**src/rtl/uart_tx_serializer.sv**
```systemverilog
// uart_tx_serializer: byte-wide UART transmitter.
// Accepts a one-cycle TX_start pulse in IDLE and sends TX_data LSB-first as a
// start bit, DATA_BITS data bits, an optional parity bit and STOP_BITS stop bits.
// Ports:
//   clk       system clock, rising edge
//   rst       asynchronous reset, active-low
//   TX_start  send request, only honoured in IDLE
//   TX_data   payload, captured on the accepting edge
//   TX_busy   high for the whole frame (registered)
//   TX_done   one-cycle pulse on the cycle TX_busy falls (registered)
//   tx_line   serial output, idles high (registered)
module uart_tx_serializer #(
    parameter int unsigned CLKS_PER_BIT = 434,
    parameter int unsigned DATA_BITS    = 8,
    parameter int unsigned PARITY_EN    = 0,
    parameter int unsigned PARITY_ODD   = 0,
    parameter int unsigned STOP_BITS    = 1
) (
    input  logic                 clk,
    input  logic                 rst,
    input  logic                 TX_start,
    input  logic [DATA_BITS-1:0] TX_data,
    output logic                 TX_busy,
    output logic                 TX_done,
    output logic                 tx_line
);

    localparam int unsigned BAUD_W = $clog2(CLKS_PER_BIT);
    localparam int unsigned BIT_W  = $clog2(DATA_BITS);

    localparam logic [BAUD_W-1:0] BAUD_LAST = BAUD_W'(CLKS_PER_BIT - 1);
    localparam logic [BIT_W-1:0]  DATA_LAST = BIT_W'(DATA_BITS - 1);
    localparam logic [BIT_W-1:0]  STOP_LAST = BIT_W'(STOP_BITS - 1);

    typedef enum logic [2:0] {
        IDLE   = 3'd0,
        START  = 3'd1,
        DATA   = 3'd2,
        PARITY = 3'd3,
        STOP   = 3'd4
    } state_t;

    state_t               state_q, state_d;
    logic [BAUD_W-1:0]    baud_q,  baud_d;
    logic [BIT_W-1:0]     bit_q,   bit_d;
    logic [DATA_BITS-1:0] shreg_q, shreg_d;
    logic                 par_q,   par_d;
    logic                 busy_q,  busy_d;
    logic                 done_q,  done_d;
    logic                 line_q,  line_d;
    logic                 baud_tick;

    assign TX_busy = busy_q;
    assign TX_done = done_q;
    assign tx_line = line_q;

    // Last cycle of the current bit period.
    assign baud_tick = (baud_q == BAUD_LAST);

    // Next-state and next-output logic; every output is taken from a register.
    always_comb begin
        state_d = state_q;
        baud_d  = baud_q;
        bit_d   = bit_q;
        shreg_d = shreg_q;
        par_d   = par_q;
        busy_d  = busy_q;
        done_d  = 1'b0;
        line_d  = line_q;

        if (state_q != IDLE) begin
            baud_d = baud_tick ? '0 : baud_q + BAUD_W'(1);
        end

        case (state_q)
            IDLE: begin
                baud_d = '0;
                bit_d  = '0;
                line_d = 1'b1;
                if (TX_start) begin
                    state_d = START;
                    shreg_d = TX_data;
                    // Parity is fixed at capture so later TX_data changes cannot leak in.
                    par_d   = (^TX_data) ^ 1'(PARITY_ODD);
                    busy_d  = 1'b1;
                    line_d  = 1'b0;
                end
            end

            START: begin
                if (baud_tick) begin
                    state_d = DATA;
                    bit_d   = '0;
                    line_d  = shreg_q[0];
                    shreg_d = shreg_q >> 1;
                end
            end

            DATA: begin
                if (baud_tick) begin
                    if (bit_q == DATA_LAST) begin
                        bit_d = '0;
                        if (PARITY_EN != 0) begin
                            state_d = PARITY;
                            line_d  = par_q;
                        end else begin
                            state_d = STOP;
                            line_d  = 1'b1;
                        end
                    end else begin
                        bit_d   = bit_q + BIT_W'(1);
                        line_d  = shreg_q[0];
                        shreg_d = shreg_q >> 1;
                    end
                end
            end

            PARITY: begin
                if (baud_tick) begin
                    state_d = STOP;
                    bit_d   = '0;
                    line_d  = 1'b1;
                end
            end

            STOP: begin
                line_d = 1'b1;
                if (baud_tick) begin
                    if (bit_q == STOP_LAST) begin
                        state_d = IDLE;
                        bit_d   = '0;
                        busy_d  = 1'b0;
                        done_d  = 1'b1;
                    end else begin
                        bit_d = bit_q + BIT_W'(1);
                    end
                end
            end

            default: begin
                state_d = IDLE;
                baud_d  = '0;
                bit_d   = '0;
                busy_d  = 1'b0;
                line_d  = 1'b1;
            end
        endcase
    end

    // State and output registers; reset abandons any frame in flight.
    always_ff @(posedge clk or negedge rst) begin
        if (!rst) begin
            state_q <= IDLE;
            baud_q  <= '0;
            bit_q   <= '0;
            shreg_q <= '0;
            par_q   <= 1'b0;
            busy_q  <= 1'b0;
            done_q  <= 1'b0;
            line_q  <= 1'b1;
        end else begin
            state_q <= state_d;
            baud_q  <= baud_d;
            bit_q   <= bit_d;
            shreg_q <= shreg_d;
            par_q   <= par_d;
            busy_q  <= busy_d;
            done_q  <= done_d;
            line_q  <= line_d;
        end
    end

endmodule
```
**config.mk**
```make
export PLATFORM = sky130hd
export DESIGN_NAME = uart_tx_serializer
export DESIGN_NICKNAME = d
export VERILOG_FILES = /design/src/rtl/uart_tx_serializer.sv
export SDC_FILE = /design/constraint.sdc
export NUM_CORES = 1
export LEC_CHECK = 0
export CAP_MARGIN = 20
export CORE_MARGIN = 1
export CORE_UTILIZATION = 35
export DETAILED_ROUTE_END_ITERATION = 10
export PLACE_DENSITY = 0.62
export SYNTH_ARGS = -nofsm -noshare
export SYNTH_HDL_FRONTEND = slang
export SYNTH_SLANG_ARGS = --single-unit
```
**constraint.sdc**
```tcl
create_clock -name clk -period 1.7 [get_ports clk]
set_input_delay 0.255 -clock clk [delete_from_list [all_inputs] [get_ports clk]]
set_output_delay 0.255 -clock clk [all_outputs]
set_load 0.01 [all_outputs]
```
==> flow_metrics.env, run 1 <==
export IMPL_cp_depth=7
export IMPL_drtIter0Drc=56
export IMPL_path_delay_family="flip-flops"
export IMPL_fp_row_count=22
export IMPL_maxSlewViolCount=0
export IMPL_max_stage_delay_ns=0.40
export IMPL_synthCells=126
export IMPL_slowest_stage="dfrtp_1"
export IMPL_antenna_left=0
export IMPL_placed_cells=197
export IMPL_grt_max_degree=27
export IMPL_cts_path_max_buffers=2
export IMPL_status="finished, violations left"
export IMPL_fin_area_um2=1810
export IMPL_max_freq_mhz=541
export IMPL_whs_ns=0.341
export IMPL_clk_pin_slew_worst_paths_ns=0.09
export IMPL_clock_sinks=26
export IMPL_peakVddDrop_uv=346
export IMPL_final_core_util_pct=48.3
export IMPL_crit_type="reg -> reg"
export IMPL_syn_avg_cell_area_um2=11.1
export IMPL_cts_tree="yes"
export IMPL_fp_dieW_um=65.3
export IMPL_synth_edff_count=0
export IMPL_grt_busiest_layer="met2"
export IMPL_core_um2=3740
export IMPL_io_pins=14
export IMPL_r2r_worst_path_cells=7
export IMPL_die_area_um2=4260
export IMPL_hpwl_mm=1.99
export IMPL_dr_pass1_iters=4
export IMPL_total_power_mw=1.84
export IMPL_syn_area_um2=1400
export IMPL_power_density_nw_per_um2=1020
export IMPL_drc=0
export IMPL_hold_violations=0
export IMPL_grt_overflow=0
export IMPL_grt_pass1_wl_mm=4.62
export IMPL_synthFlopType="dfrtp_1"
export IMPL_synth_top_cell_by_area="dfrtp_1"
export IMPL_hp_class="in -> async"
export IMPL_fin_skew_ns=0.00303
export IMPL_relSlewSlack_pct=74.2
export IMPL_place_area_um2=1720
export IMPL_synth_warnings=0
export IMPL_ys_types=36
export IMPL_antenna_found_initial=0
export IMPL_critPathRequiredTime_ns=1.86
export IMPL_cts_htree_levels=1
export IMPL_cts_buffers=3
export IMPL_layout_nets=174
export IMPL_ys_ff_latch=26
export IMPL_root_buffer="clkbuf_8"
export IMPL_end_kind="flip-flop"
export IMPL_routed_wl_mm=2.76
export IMPL_yosysSeqAreaShare_pct=46.5
export IMPL_finalWeightedCongestion=0.797
export IMPL_layout_drive_gt1_share_pct=29.9
export IMPL_setup_ws_ns=-0.147
export IMPL_violations="negative setup slack"
export IMPL_path_buf_inv=1
export IMPL_fin_crit_ns=1.85
export IMPL_worstSetupStartpointType="flip-flop"
export IMPL_start_util_pct=37.5
export IMPL_path_cells="ha_2 -> ha_4 -> o21a_1 -> nor3_2 -> a21boi_4 -> buf_12 -> mux2_4"
export IMPL_synthArstFlopShare_pct=100
export IMPL_grtUsageMet2_pct=24.5
export IMPL_seq_area_um2=652
export IMPL_clk_latency_ns=0.27
export IMPL_die_h_um=65.3
export IMPL_grt_pass1_vias=1019
export IMPL_syn_to_final_growth_pct=28.9
export IMPL_rsz0062_at_grt="yes"
export IMPL_numPortBuffers=13
export IMPL_layout_cells_non_filler=205
export IMPL_met3_usage_pct=2.60
export IMPL_wl_per_cell_um=13.5
export IMPL_track_usage_pct=14.5
export IMPL_drv_cap=0
export IMPL_antennaDiodeCount=0
export IMPL_tightest_slew_ns=0.385
export IMPL_use_met1_pct=17.3
export IMPL_setup_violations=7
export IMPL_multi_input_area_um2=739
export IMPL_critPathMaxFanout=8
export IMPL_synth_top_area_share_pct=44.6
export IMPL_num_vias=1016
export IMPL_synth_area_leaders="dfrtp_1 45%, mux2_2 11%, ha_1 4.5%, nor2_1 3.5%, xnor2_1 3.1%"
export IMPL_period_share_pct=109
export IMPL_viasPerCell=4.96
export IMPL_worstPathArrival_ns=2.01
export IMPL_leakage_nw=0.808
export IMPL_synth_nets=142
export IMPL_nFillCells=354
## sequential cells by signal, summed over array words and instances, names as in the netlist
register,count
baud_q,9
shreg_q,8
bit_q,3
state_q,3
TX_busy,1
TX_done,1
tx_line,1
## placed cells by master (no fill, tap or decap), drive strengths merged, types with 4 or more instances in the layout
| cell | instances |
|---|---|
| xnor2 | 5 |
| buf | 18 |
| mux2 | 15 |
| a21oi | 4 |
| clkbuf | 4 |
| clkdlybuf4s50 | 13 |
| dfrtp | 25 |
| nor2 | 14 |
| nand3 | 4 |
| inv | 8 |
| nor3 | 6 |
| o21ai | 8 |
| ha | 5 |
## stage by stage
step	setup WS (ns)	TNS [ns]
2_1_floorplan	-0.121	-0.850
3_3_place_gp	-0.0905	-0.630
3_5_place_dp	-0.131	-0.855
4_1_cts	-0.155	-1.02
5_1_grt	-0.263	-1.93
6_report	-0.147	-0.982
## per-layer routing
layer	up-vias	part of all wire, %	wire length [um]
met1	486	46	1260
met4	0	2.3	64
met5	-	0	0
met3	5	2.7	74
met2	18	49	1360
li1	507	-	-
## worst paths after layout
kind	end	slack, ns	startpoint
worst max-delay path	shreg_q[4]	-0.15	bit_q[0]
worst min-delay path	TX_done	0.34	rst
worst max register to register	shreg_q[4]	-0.15	bit_q[0]
worst min register to register	shreg_q[6]	0.52	shreg_q[6]
max in group asynchronous	tx_line	1.06	rst
min in group clk	shreg_q[6]	0.52	shreg_q[6]
## cells by family (layout without fill, tap and decap cells)
logic type	after synthesis	count (layout)	share of synthesized area (%)
compound gates	23	23	11.8
mux	15	15	12.3
simple gates	38	38	16.6
xor+xnor	7	7	4.37
buf+inv	12	43	4.01
fa+ha+maj	5	5	4.46
flops	26	26	46.5
## synth_stat cells, types with 3 or more instances
master,number
dfrtp_1,25
mux2_2,14
nor2_1,13
inv_1,8
o21ai_0,8
ha_1,5
nor3_1,5
xnor2_1,5
a21oi_1,4
buf_2,3
nand3_1,3
## power by group
| group | internal (mW) | switching, mW |
|---|---|---|
| Combinational | 0.380 | 0.218 |
| Sequential | 0.776 | 0.107 |
| Clock | 0.168 | 0.195 |
| Total | 1.32 | 0.519 |
## final cells by class
type                    instances  area share (%)
repair buffers                 31            15.6
inverters                       8            1.66
flip-flops and latches         26            36.1
multi-input cells              88            40.9
well taps                      48            3.32
clock buffers                   4            2.49
## timing repair
action / in CTS / in global routing
setup endpoints to repair: 7 / 16
buffers inserted: 1 / 3
gates resized for setup: 0 / 4
hold buffers: 0 / 0
pin swaps: 0 / 2
Power figures use the tool's default switching activity.
==> run 2, diff against run 1 <==
--- a/constraint.sdc
+++ b/constraint.sdc
@@ -3,2 +3,2 @@
 set_output_delay 0.255 -clock clk [all_outputs]
-set_load 0.01 [all_outputs]
+set_load 0.05 [all_outputs]
==> run 2 against run 1 <==
Net effect:
- the flow still finishes with violations (negative setup slack)
- die area unchanged
- first-iteration DRC count down 30%
- combinational power down 5.7%
- clock skew rose by 0.0050 ns
- count of clock-buffer cells in the layout unchanged
- non-clock buffer count fell by 4
- global-route usage decreased by 0.50 points
==> flow_metrics.env, run 2 (same netlist as run 1, synthesis figures left out) <==
export IMPL_worstSetupStartpointType="flip-flop"
export IMPL_setup_ws_ns=-0.132
export IMPL_worstPathArrival_ns=2.00
export IMPL_cts_tree="yes"
export IMPL_setup_violations=7
export IMPL_routed_wl_mm=2.61
export IMPL_fin_crit_ns=1.83
export IMPL_layout_nets=170
export IMPL_hp_class="in -> async"
export IMPL_core_um2=3740
export IMPL_relSlewSlack_pct=72.6
export IMPL_final_common_cell="dfrtp_1"
export IMPL_grt_pass1_wl_mm=4.56
export IMPL_numPortBuffers=13
export IMPL_period_share_pct=108
export IMPL_cts_buffers=3
export IMPL_wl_met3_um=58
export IMPL_drc=0
export IMPL_antenna_found_initial=0
export IMPL_clk_pin_slew_worst_paths_ns=0.10
export IMPL_track_usage_pct=14.0
export IMPL_dr_pass1_iters=4
export IMPL_num_vias=1008
export IMPL_grt_pass1_vias=1034
export IMPL_top_regs="baud_q (9), shreg_q (8)"
export IMPL_critPathRequiredTime_ns=1.87
export IMPL_layout_drive_gt1_share_pct=29.4
export IMPL_wl_per_cell_um=13.0
export IMPL_largest_reg_flops=9
export IMPL_place_ws_ns=-0.140
export IMPL_max_stage_delay_ns=0.41
export IMPL_clk_latency_ns=0.28
export IMPL_violations="negative setup slack"
export IMPL_route_met2_wl_mm=1.23
export IMPL_status="finished, violations left"
export IMPL_drtIter0Drc=39
export IMPL_placed_cells=196
export IMPL_maxSlewViolCount=0
export IMPL_regMostFlops="baud_q"
export IMPL_layout_common_cells="25 x dfrtp_1, 16 x buf_4, 13 x nor2_1"
export IMPL_hold_violations=0
export IMPL_layout_cells_non_filler=201
export IMPL_viasPerCell=5.01
export IMPL_slowest_stage="dfrtp_1"
export IMPL_drv_cap=0
export IMPL_end_kind="flip-flop"
export IMPL_fp_row_count=22
export IMPL_antenna_left=0
export IMPL_clock_sinks=26
export IMPL_io_pins=14
export IMPL_top_layer="met4"
export IMPL_cts_htree_levels=1
export IMPL_hpwl_mm=1.92
export IMPL_rsz0062_at_grt="yes"
export IMPL_die_area_um2=4260
export IMPL_leakage_nw=0.794
export IMPL_grt_max_degree=27
export IMPL_path_cells="ha_2 -> ha_4 -> o21a_1 -> nor3_2 -> a21boi_4 -> buf_12 -> mux2_4"
export IMPL_die_h_um=65.3
export IMPL_syn_to_final_growth_pct=26.1
export IMPL_tightest_slew_ns=0.410
export IMPL_crit_type="reg -> reg"
export IMPL_antennaDiodeCount=0
export IMPL_finalWeightedCongestion=0.782
export IMPL_peakVddDrop_uv=404
export IMPL_root_buffer="clkbuf_8"
export IMPL_drt_met1_wl_mm=1.27
export IMPL_max_freq_mhz=546
export IMPL_grt_overflow=0
export IMPL_cts_path_max_buffers=2
export IMPL_power_density_nw_per_um2=1050
export IMPL_critPathMaxFanout=8
export IMPL_start_util_pct=37.5
export IMPL_fp_dieW_um=65.3
export IMPL_fin_skew_ns=0.00800
export IMPL_cts_hold_buf=0
==> run 2: power breakdown <==
group | switching, mW | internal, mW | leakage [nW]
Combinational | 0.224 | 0.340 | 0.438
Sequential | 0.107 | 0.775 | 0.327
Clock | 0.202 | 0.208 | 0.0288
Total | 0.533 | 1.32 | 0.794
==> run 2: critical path, delay by kind of cell (launching register included) <==
family	cells	cell delay, ns
flops	1	0.41
compound gates	2	0.39
fa+ha+maj	2	0.36
mux	1	0.30
buf+inv	1	0.15
simple gates	1	0.14
==> run 2: per-stage QoR <==
step	TNS (ns)	hold WS [ns]	total power [mW]	util [%]	area, um2
6_report	-0.902	0.344	1.86	47.3	1770
4_1_cts	-1.12	0.358	1.87	47.3	1770
3_3_place_gp	-0.849	0.493	1.44	45.6	1710
5_1_grt	-1.36	0.388	1.96	47.3	1770
3_5_place_dp	-0.949	0.490	1.46	45.6	1710
2_1_floorplan	-0.850	-0.0406	1.28	-	1440
==> run 2: layout make-up <==
cell class,count,area [um2]
timing repair buffer,27,240
tap,48,60.1
sequential,26,652
inverter,8,30.0
clock buffer,4,55.1
multi-input combinational,88,732
fill,361,1970
==> run 2: path summary, 6_finish.rpt <==
path | start | endpoint | slack (ns) | cells past startpoint
max in group asynchronous | rst | tx_line | 1.06 | 2
min in group clk | shreg_q[5] | shreg_q[5] | 0.52 | 1
setup / recovery | bit_q[1] | shreg_q[4] | -0.13 | 7
hold / removal | rst | state_q[2] | 0.34 | 2
hold reg to reg | shreg_q[5] | shreg_q[5] | 0.52 | 1
setup reg to reg | bit_q[1] | shreg_q[4] | -0.13 | 7
==> run 2: layer usage <==
layer | track usage, % | up-vias
met5 | 0 | -
met4 | 6.52 | 0
met3 | 2.60 | 5
met2 | 22.7 | 14
met1 | 18.1 | 488
li1 | - | 501
==> run 2: what timing repair did <==
item	CTS	global route
setup buffers	1	0
pin swaps	0	2
setup endpoints to repair	7	12
gates resized for setup	0	1
endpoints found under the hold margin	0	0
